==> src/rtl/skew_feeder.sv <==
// skew_feeder: skews one accepted row per cycle onto the array west edge, lane i delayed i+1 cycles.
module skew_feeder #(
  parameter int N      = 4,
  parameter int DATA_W = 8,
  parameter int CNT_W  = 16
) (
  input  logic                clk_i,
  input  logic                rstn_i,
  input  logic                in_valid_i,
  output logic                in_ready_o,
  input  logic [N*DATA_W-1:0] in_data_i,
  input  logic                in_last_i,
  output logic [N*DATA_W-1:0] a_data_o,
  output logic [N-1:0]        a_valid_o,
  output logic                busy_o,
  output logic                done_o,
  output logic [CNT_W-1:0]    row_cnt_o
);
  localparam int DW = N > 1 ? $clog2(N) : 1;
  typedef enum logic [1:0] {IDLE, STREAM, DRAIN} state_t;
  state_t state, state_n;
  logic [DW-1:0] dcnt, dcnt_n;
  logic acc;
  assign in_ready_o = state != DRAIN;
  assign busy_o     = state != IDLE;
  assign done_o     = state == DRAIN && dcnt == '0;
  assign acc        = in_valid_i && in_ready_o;
  always_comb begin
    state_n = state;
    dcnt_n  = dcnt;
    if (acc) begin
      state_n = in_last_i ? DRAIN : STREAM;
      dcnt_n  = in_last_i ? DW'(N - 1) : dcnt;
    end else if (state == DRAIN) begin
      state_n = done_o ? IDLE : DRAIN;
      dcnt_n  = dcnt - 1'b1;
    end
  end
  always_ff @(posedge clk_i) begin
    if (!rstn_i) begin
      state     <= IDLE;
      dcnt      <= '0;
      row_cnt_o <= '0;
    end else begin
      state <= state_n;
      dcnt  <= dcnt_n;
      if (acc)
        row_cnt_o <= state == IDLE ? CNT_W'(1) : (&row_cnt_o ? row_cnt_o : row_cnt_o + 1'b1);
    end
  end
  // bubbles enter as zero data with valid low, so invalid lanes always drive 0
  for (genvar i = 0; i < N; i++) begin : g_lane
    logic [DATA_W-1:0] d [i+1];
    logic [i:0] v;
    always_ff @(posedge clk_i) begin
      if (!rstn_i) begin
        d <= '{default: '0};
        v <= '0;
      end else begin
        d[0] <= acc ? in_data_i[i*DATA_W +: DATA_W] : '0;
        v[0] <= acc;
        for (int j = 1; j <= i; j++) begin
          d[j] <= d[j-1];
          v[j] <= v[j-1];
        end
      end
    end
    assign a_data_o[i*DATA_W +: DATA_W] = d[i];
    assign a_valid_o[i] = v[i];
  end
endmodule
==> config.mk <==
export PLATFORM = sky130hd
export DESIGN_NAME = skew_feeder
export DESIGN_NICKNAME = d
export VERILOG_FILES = /design/src/rtl/skew_feeder.sv
export SDC_FILE = /design/constraint.sdc
export NUM_CORES = 1
export LEC_CHECK = 0
export BUFFER_PORTS_ARGS = -buffer_cell sky130_fd_sc_hd__buf_4
export CORE_UTILIZATION = 35
export DETAILED_ROUTE_END_ITERATION = 10
export GPL_ROUTABILITY_DRIVEN = 1
export SYNTH_ARGS = -nofsm -noshare
export SYNTH_HDL_FRONTEND = slang
export SYNTH_SLANG_ARGS = --single-unit
export TNS_END_PERCENT = 100
==> constraint.sdc <==
create_clock -name clk_i -period 4.62 [get_ports clk_i]
set_input_delay 0.231 -clock clk_i [delete_from_list [all_inputs] [get_ports clk_i]]
set_output_delay 0.231 -clock clk_i [all_outputs]
set_load 0.005 [all_outputs]
==> metrics.md <==
| Metric | Value |
|---|---|
| Global-route wire length before repair | 11780 um |
| Layout filler cell count | 952 |
| Final setup fails | 0 |
| Sequential share of the synthesized area | 57.62% |
| Required @ worst endpoint | 4.88 ns |
| Cells after Synth | 341 |
| Crit path max fanout | 17 |
| Final Hold Vio Count | 0 |
| Synth warn | 0 |
| Clock transition at path regs | 0.11 ns |
| DRC violations left | 0 |
| Largest net degree at the start of global routing | 96 |
| Status | finished, final reports clean |
| Main combinational cell family by area after synthesis | simple AND/OR/NAND/NOR gates |
| Fin nets | 437 |
| Grt ovf | 0 |
| Total GRT Usage | 13.78% |
| Async set-reset flop share out of synthesis | 0% |
| Ys flop type | dfxtp_1 |
| Total CTS buffers | 9 |
| Number of DRC markers in iteration 0 | 112 |
| Vias in the first global route | 2374 |
| Via count | 2546 |
| RSZ-0062 raised after global routing | false |
| PwrDens | 364.7 nW/um2 |
| DP Worst Slack | 2.380 ns |
| Die H | 103.6 um |
| Final period utilization | 49.54% |
| # resized after CTS | 0 |
| N_diodes | 0 |
| Die area | 10740 um2 |
| Worst slew margin | 28.11% |
| Share of layout cells above drive strength 1 | 28.96% |
| # IOs | 91 |
| Worst vdd ir | 0.0001439 V |
| Startpoint Class | flop |
| Area growth, synth to finish | 21.64% |
| WP data arrival | 2.55 ns |
| Die Wd | 103.6 um |
| Synth cell types | 43 |
| Commonest cells after routing, fill and taps aside | dfxtp_1, buf_4, and2_1 |
| Drt total wl | 7045 um |
| HPWL Detailed | 4561 um |
| Worst setup margin | 2.331 ns |
| Worst hold path class | in -> reg |
| Initial antenna violation count | 0 |
| Post-Synth Simple-Gate Area | 23.37% |
| Setup bufs post-CTS | 0 |
| Synth Area in XOR/XNOR | 0% |
| Clk sinks | 104 |
| FF+latch count, synth | 104 |
| H-tree depth | 3 |
| Maximum achievable frequency | 436.9 MHz |
| Synthesized cell area | 3613 um2 |
| Pins over their slew limit | 0 |
| Syn nets | 379 |
| Clk buf depth | 2 |
| Clk_skew | 0.009446 ns |
| Worst-Skew Late Latency | 0.37 ns |
| Wire length per cell | 13.12 um |
| Gpl congestion | 0.8963 |
| Via-to-Cell Ratio | 4.741 |
| DRT Pass-1 Iters | 4 |
| Leak | 1.961 nW |
| Post-synthesis mux area share | 0% |
| Post-synthesis compound-gate area fraction | 9.695% |
| Core Footprint | 9910 um2 |
| CTS tree | yes |
| Setup CP Type | reg -> reg |
| Syn Area/Cell | 10.60 um2 |
| Antenna-violating nets left | 0 |
| IO buf count | 90 |
| CTS root buf | clkbuf_8 |
| Rows | 36 |
| Number of synthesized flops with an enable pin | 0 |
| Setup TNS Final | 0 ns |
| Tightest Pin Transition | 1.078 ns |
| Most common cell after layout, fill and taps aside | dfxtp_1 |
| Initial Util | 36.46% |
| Hold buffer count at cts | 0 |
| CP endpoint kind | flop |
| Max cap viols | 0 |
| Adder-Cell Fraction of Synth Area | 0.6925% |
| Fin crit period | 2.289 ns |
## layout make-up
cell class / instances / area (um2) / area share [%]
Inverter: 11 / 41.29 / 0.9394
Clock buffer: 9 / 123.9 / 2.818
Clock inverter: 7 / 86.33 / 1.964
Sequential cell: 104 / 2082 / 47.37
Tap cell: 133 / 166.4 / 3.786
Timing Repair Buffer: 90 / 675.6 / 15.37
Multi-Input combinational cell: 183 / 1220 / 27.75
## per-layer routing
layer	up-vias	GRT usage, %	routed length, um
met4	0	5.797	75
met2	103	19.89	3032
met5	-	0	0
met3	7	4.972	595
met1	1176	18.44	3342
li1	1260	-	-
## power breakdown
part | switching (mW) | leakage [nW] | internal, mW
clock network | 0.346 | 0.105 | 0.218
registers | 0.00856 | 0.846 | 0.922
logic | 0.0550 | 1.01 | 0.0528
total | 0.410 | 1.96 | 1.19
## per-stage QoR
| stage | hold WS, ns | cell area [um2] | total power [mW] | std cells | utilization, % |
|---|---|---|---|---|---|
| floorplan | 0.3835 | 3613 | 1.010 | 341 | - |
| finish | 0.08634 | 4395 | 1.603 | 537 | 44.36 |
| global placement | 0.4139 | 4185 | 1.058 | 521 | 42.23 |
| global route | 0.05833 | 4395 | 1.691 | 537 | 44.36 |
| CTS | 0.06337 | 4395 | 1.626 | 537 | 44.36 |
| detailed placement | 0.4169 | 4185 | 1.061 | 521 | 42.23 |
## Yosys cell counts, drive strengths merged, types with 3 or more instances
| cell | instances | area [um2] |
|---|---|---|
| buf | 28 | 214.0 |
| and3 | 34 | 212.7 |
| and4 | 4 | 35.03 |
| inv | 11 | 41.29 |
| nor3 | 7 | 35.03 |
| nand2 | 9 | 33.78 |
| nand4 | 6 | 43.79 |
| dfxtp | 104 | 2082 |
| o221a | 3 | 33.78 |
| nor2 | 5 | 26.27 |
| a31oi | 4 | 25.02 |
| clkbuf | 15 | 56.30 |
| nand3 | 5 | 25.02 |
| a21oi | 9 | 45.04 |
| o21ai | 11 | 55.05 |
| and2 | 54 | 337.8 |
## critical path, stage by stage, from the launching register on
cell and delay (ns):
dfxtp_1 0.43, ha_1 0.29, nand4_2 0.21, nor4b_4 0.86, nor3b_1 0.11, o221a_2 0.30
## flip-flops by register name (all words and copies together) (netlist names)
name and count:
a_data_o 24, dcnt 2, g_lane.d 56, row_cnt_o 16, state 2, g_lane.v 4
## logic make-up after synthesis
group,count (synthesis)
adders and majority gates,2
and+or+nand+nor,135
buffers and inverters,54
AOI/OAI and AO/OA,46
DFF,104
## worst paths after layout
check / slack, ns / depth (start not counted) / startpoint / endpoint
worst min register to register: 0.44 / 1 / g_lane[2].d[8] / a_data_o[16]
worst max register to register: 2.33 / 5 / row_cnt_o[0] / row_cnt_o[12]
worst min-delay path: 0.09 / 2 / in_data_i[20] / g_lane[2].d[20]
worst max-delay path: 2.33 / 5 / row_cnt_o[0] / row_cnt_o[12]
No activity file was read; power rests on OpenSTA's default activity.
